===== config.mk =====
export PLATFORM = sky130hd
export DESIGN_NAME = rtl_control_fsm
export DESIGN_NICKNAME = d
export VERILOG_FILES = /design/src/rtl/rtl_control_fsm.sv
export SDC_FILE = /design/constraint.sdc
export NUM_CORES = 1
export LEC_CHECK = 0
export ABC_CLOCK_PERIOD_IN_PS = 1400
export CAP_MARGIN = 20
export CORE_MARGIN = 4
export CORE_UTILIZATION = 30
export DETAILED_ROUTE_END_ITERATION = 10
export GPL_ROUTABILITY_DRIVEN = 0
export GPL_TIMING_DRIVEN = 1
export PLACE_DENSITY = 0.69
export SYNTH_ARGS = -nofsm -noshare
export SYNTH_HDL_FRONTEND = slang
export SYNTH_SLANG_ARGS = --single-unit

===== constraint.sdc =====
create_clock -name clk -period 1.4 [get_ports clk]
set_input_delay 0.28 -clock clk [delete_from_list [all_inputs] [get_ports clk]]
set_output_delay 0.28 -clock clk [all_outputs]
set_load 0.05 [all_outputs]

===== src/rtl/rtl_control_fsm.sv =====
// Control unit for a small CPU with two-byte instructions: fetches both bytes, executes
// one opcode, and keeps the sticky halt/illegal flags and the retired-instruction count.
module rtl_control_fsm (
   input  logic       clk,
   input  logic       reset,
   input  logic [3:0] opcode,
   input  logic [7:0] regData,
   input  logic       memReady,
   output logic       memReq,
   output logic       memWrite,
   output logic       pcSelect,
   output logic       pcEnable,
   output logic       adrSelect,
   output logic       ir1En,
   output logic       ir2En,
   output logic       regSelect,
   output logic       wd3Select,
   output logic       regWrite,
   output logic       op1Sel,
   output logic       op2Sel,
   output logic       aluOutEn,
   output logic [2:0] aluControl,
   output logic       halted,
   output logic       illegal,
   output logic [7:0] instrCount,
   output logic [1:0] state_dbg
);

   typedef enum logic [1:0] {
      S_FETCH1 = 2'd0,
      S_FETCH2 = 2'd1,
      S_EXEC   = 2'd2,
      S_HALT   = 2'd3
   } state_t;

   localparam logic [2:0] ALU_ADD = 3'b000;
   localparam logic [2:0] ALU_SUB = 3'b001;
   localparam logic [2:0] ALU_AND = 3'b010;
   localparam logic [2:0] ALU_OR  = 3'b011;
   localparam logic [2:0] ALU_XOR = 3'b100;

   localparam logic [3:0] OP_ADD = 4'h1;
   localparam logic [3:0] OP_SUB = 4'h2;
   localparam logic [3:0] OP_AND = 4'h3;
   localparam logic [3:0] OP_OR  = 4'h4;
   localparam logic [3:0] OP_XOR = 4'h5;
   localparam logic [3:0] OP_INC = 4'h6;
   localparam logic [3:0] OP_LD  = 4'h7;
   localparam logic [3:0] OP_ST  = 4'h8;
   localparam logic [3:0] OP_JMP = 4'h9;
   localparam logic [3:0] OP_JZ  = 4'hA;
   localparam logic [3:0] OP_JNZ = 4'hB;
   localparam logic [3:0] OP_HLT = 4'hF;

   state_t     state_q, state_d;
   logic [7:0] count_q, count_d;
   logic       halted_q, halted_d;
   logic       illegal_q, illegal_d;

   function automatic logic [2:0] alu_code(input logic [3:0] op);
      logic [2:0] code;
      case (op)
         OP_SUB:  code = ALU_SUB;
         OP_AND:  code = ALU_AND;
         OP_OR:   code = ALU_OR;
         OP_XOR:  code = ALU_XOR;
         default: code = ALU_ADD;
      endcase
      return code;
   endfunction

   always_ff @(posedge clk or negedge reset) begin
      if (!reset) begin
         state_q   <= S_FETCH1;
         count_q   <= 8'd0;
         halted_q  <= 1'b0;
         illegal_q <= 1'b0;
      end else begin
         state_q   <= state_d;
         count_q   <= count_d;
         halted_q  <= halted_d;
         illegal_q <= illegal_d;
      end
   end

   // Memory handshake: memReq (with adrSelect/memWrite) is a valid that stays stable until
   // the cycle memReady is high, which completes the transfer; memReady means nothing
   // in any cycle where memReq is low.
   always_comb begin
      memReq     = 1'b0;
      memWrite   = 1'b0;
      pcSelect   = 1'b0;
      pcEnable   = 1'b0;
      adrSelect  = 1'b0;
      ir1En      = 1'b0;
      ir2En      = 1'b0;
      regSelect  = 1'b0;
      wd3Select  = 1'b0;
      regWrite   = 1'b0;
      op1Sel     = 1'b0;
      op2Sel     = 1'b0;
      aluOutEn   = 1'b0;
      aluControl = ALU_ADD;
      state_d    = state_q;
      count_d    = count_q;
      halted_d   = halted_q;
      illegal_d  = illegal_q;

      // Outputs are forced quiet for as long as reset is held, not just at the next edge.
      if (reset) begin
         case (state_q)
            S_FETCH1: begin
               memReq = 1'b1;
               op2Sel = 1'b1;
               if (memReady) begin
                  ir1En    = 1'b1;
                  pcEnable = 1'b1;
                  state_d  = S_FETCH2;
               end
            end
            S_FETCH2: begin
               memReq = 1'b1;
               op2Sel = 1'b1;
               if (memReady) begin
                  ir2En    = 1'b1;
                  pcEnable = 1'b1;
                  state_d  = S_EXEC;
               end
            end
            S_EXEC: begin
               case (opcode)
                  OP_ADD, OP_SUB, OP_AND, OP_OR, OP_XOR: begin
                     regSelect  = 1'b1;
                     op1Sel     = 1'b1;
                     wd3Select  = 1'b1;
                     regWrite   = 1'b1;
                     aluOutEn   = 1'b1;
                     aluControl = alu_code(opcode);
                     state_d    = S_FETCH1;
                  end
                  OP_INC: begin
                     regSelect = 1'b1;
                     op1Sel    = 1'b1;
                     op2Sel    = 1'b1;
                     wd3Select = 1'b1;
                     regWrite  = 1'b1;
                     aluOutEn  = 1'b1;
                     state_d   = S_FETCH1;
                  end
                  OP_LD: begin
                     memReq    = 1'b1;
                     adrSelect = 1'b1;
                     if (memReady) begin
                        regWrite = 1'b1;
                        state_d  = S_FETCH1;
                     end
                  end
                  OP_ST: begin
                     memReq    = 1'b1;
                     memWrite  = 1'b1;
                     adrSelect = 1'b1;
                     if (memReady) begin
                        state_d = S_FETCH1;
                     end
                  end
                  OP_JMP: begin
                     pcSelect = 1'b1;
                     pcEnable = 1'b1;
                     state_d  = S_FETCH1;
                  end
                  OP_JZ: begin
                     if (regData == 8'd0) begin
                        pcSelect = 1'b1;
                        pcEnable = 1'b1;
                     end
                     state_d = S_FETCH1;
                  end
                  OP_JNZ: begin
                     if (regData != 8'd0) begin
                        pcSelect = 1'b1;
                        pcEnable = 1'b1;
                     end
                     state_d = S_FETCH1;
                  end
                  OP_HLT: begin
                     halted_d = 1'b1;
                     state_d  = S_HALT;
                  end
                  4'hC, 4'hD, 4'hE: begin
                     halted_d  = 1'b1;
                     illegal_d = 1'b1;
                     state_d   = S_HALT;
                  end
                  default: begin
                     state_d = S_FETCH1;
                  end
               endcase
               // An instruction retires exactly when EXEC hands back to fetch.
               if (state_d == S_FETCH1) begin
                  count_d = count_q + 8'd1;
               end
            end
            S_HALT: begin
               state_d = S_HALT;
            end
            default: begin
               state_d = S_FETCH1;
            end
         endcase
      end
   end

   assign halted     = halted_q;
   assign illegal    = illegal_q;
   assign instrCount = count_q;
   assign state_dbg  = state_q;

endmodule


==> impl_metrics.ini <==
[timing]
finalCriticalPeriod_ns = 1.93
hold_violations = 0
fin_ws_ns = -0.534
hold_ws_ns = 0.277
setup-tns-final_ns = -7.08
max_freq_mhz = 517
slew_viol_final = 0
finalCritPeriodShare_pct = 138
relSlewSlack_pct = 74.1
rsz0062_at_grt = true
worstMarginPinSlew_ns = 0.387
finalSetupViolCount = 25
fin_skew_ns = 0.00974

[global_routing]
grt_remaining_overflow = 0
grt_first_pass_wirelength_um = 5620
grt_usage_pct = 21.3
grt_pass1_vias = 1144
grt_max_degree = 16
grt_antenna_before_repair = 0

[final_layout]
finish.utilization_pct = 80.5
area_delta_synth_final_pct = 150
antenna_cells = 0
drive_gt1_share_pct = 63.5
layout.nets = 184

[logic_synthesis]
synth_common_cells = dfrtp_1, nand2_1, nor2_1
synth.most_common_cell = dfrtp_1
ys.warnings.count = 0
synth.avg_cell_area_um2 = 8.83
synthArstFlopShare_pct = 100
synthFlopType = dfrtp_1
synth-seq-cells = 12
syn_inst = 93
netlist.area_leader.share_pct = 36.6
synth_top_area_cell = dfrtp_1
synthTopCellsByArea = dfrtp_1, xnor2_1, nand2_1
syn_area_um2 = 821
synth_edf_count = 0
syn_nets = 109
ys_seq_area_share_pct = 36.6
synth.distinct_cells = 37

[die]
rows = 18
initial_core_util_pct = 32.3
die_area_mm2 = 0.00364
ioPinCount = 43
die_h_um = 60.3
core_mm2 = 0.00254
die_w_um = 60.3

[setup_path]
crit_path_max_fanout = 3
cp.arrival_ns = 1.65
critical_path.endpoint = memWrite
worstReg2RegEnd = instrCount[5]$_DFFE_PN0P_
r2r_slack_ns = -0.16
crit_path_cell_trace = nand3b_4, or3b_4, nor3_4, buf_12
path_depth = 4
path_delay_family = simple AND/OR/NAND/NOR gates
reg2reg_from = state_dbg[0]$_DFFE_PN0P_
cp_slowest_cell = or3b_4
critical_path_required_ns = 1.12
cp-start-kind = flip-flop
end_kind = output port
rr_worst_depth = 6
critical_path_class = reg2out
crit_start = state_dbg[0]$_DFFE_PN0P_
cpPeakStageDelay_ns = 0.45
cp_num_buf_inv = 1

[clock_network]
path_clk_slew_ns = 0.08
cts_buffers = 3
h-tree-depth = 1
clk_latency_ns = 0.28
clock_path_buffers = 2
cts_tree = done
root_buffer = clkbuf_4
cts_sinks = 12

[run_status]
outcome = complete, but fails checks
violations = setup timing

[place]
port_buffers = 42
dp_hpwl_um = 2350

[hold_path]
hold_class = in2async

[power]
power_w = 0.00298
powerDensity_mw_per_mm2 = 1450
p_leak_nw = 0.880
peakVddDrop_v = 0.00151

[flow_run]
maxCapViolations = 0

[route]
via_per_inst = 5.27
dr_total_vias = 1038
drc = 0
wl_per_cell_um = 18.5
drt_iter0_drc = 41
drtPass1Iterations = 4
wl_um = 3640
antenna_left = 0
[cell families (layout without fill, tap and decap cells)]
group	count (synthesis)	count (layout)	synth area share, %
flip-flops	12	12	36.6
buffers and inverters	9	83	6.55
AND/OR/NAND/NOR	51	51	37.7
adder cells (fa/ha/maj)	1	1	1.52
XOR/XNOR	9	9	9.60
AO/OA/AOI/OAI	11	11	8.08
[what timing repair did]
action,in CTS,in global routing
resized for setup,55,7
hold buffers,0,0
buffers inserted,10,3
gates cloned,1,0
pin swaps,15,7
setup endpoints to repair,25,26
[worst min-delay path by stage]
stage | endpoint | slack [ns] | cells after the start
after CTS | instrCount[6]$_DFFE_PN0P_ | 0.27 | 3
after global placement | illegal$_DFFE_PN0P_ | 0.51 | 1
after global routing | instrCount[6]$_DFFE_PN0P_ | 0.30 | 3
after detailed placement | illegal$_DFFE_PN0P_ | 0.51 | 1
final | instrCount[5]$_DFFE_PN0P_ | 0.28 | 3
after floorplan | halted$_DFFE_PN0P_ | -0.02 | 0
[stage by stage]
step	setup WS (ns)	std cells	cell area [µm²]
3_5_place_dp	-0.817	182	1790
4_1_cts	-0.510	197	2030
6_report	-0.534	197	2050
2_1_floorplan	-0.773	93	932
5_1_grt	-0.576	197	2050
3_3_place_gp	-0.692	182	1790
[layout by cell type (no fill, tap or decap), types with 3 or more instances in the layout]
master	netlist	routed
xnor2_1	6	6
nand4_1	3	3
nor2_1	9	5
nor2_4	0	4
nor3_2	0	3
dlygate4sd2_1	0	4
buf_6	1	11
dfrtp_1	12	10
clkdlybuf4s15_1	0	3
clkdlybuf4s50_1	0	3
nor3_4	0	3
clkbuf_4	0	3
buf_12	0	28
buf_4	3	24
buf_2	1	3
nand2_1	10	8
[layer usage]
layer	GRT usage, %	vias to the layer above	routed length (µm)
met1	23.5	519	1400
met5	0	-	0
met2	38.9	33	2020
met4	8.86	0	68
li1	-	478	-
met3	4.75	8	148
[final cells by class]
type / count / area (µm²)
tap: 30 / 37.5
sequential: 12 / 303
timing repair buffer: 78 / 997
multi-input combinational: 72 / 681
clock buffer: 4 / 26.3
inverter: 1 / 3.75
fill: 137 / 497
[report_power, final]
part | switching [W] | internal, W
combinational | 0.00112 | 0.00105
sequential | 0.000121 | 0.000457
clock | 0.000117 | 0.000111
[state kept, by name (all words and copies together) (netlist names)]
| register | cells |
|---|---|
| illegal | 1 |
| instrCount | 8 |
| halted | 1 |
| state_dbg | 2 |
[worst register-to-register path, cell delays in order (launching register included)]
cell and delay (ns):
dfrtp_2 0.41, nand3b_4 0.16, buf_6 0.17, nand4b_1 0.25, buf_4 0.20, nor3_2 0.13, xor2_1 0.18
No activity file was read; power rests on OpenSTA's default activity.
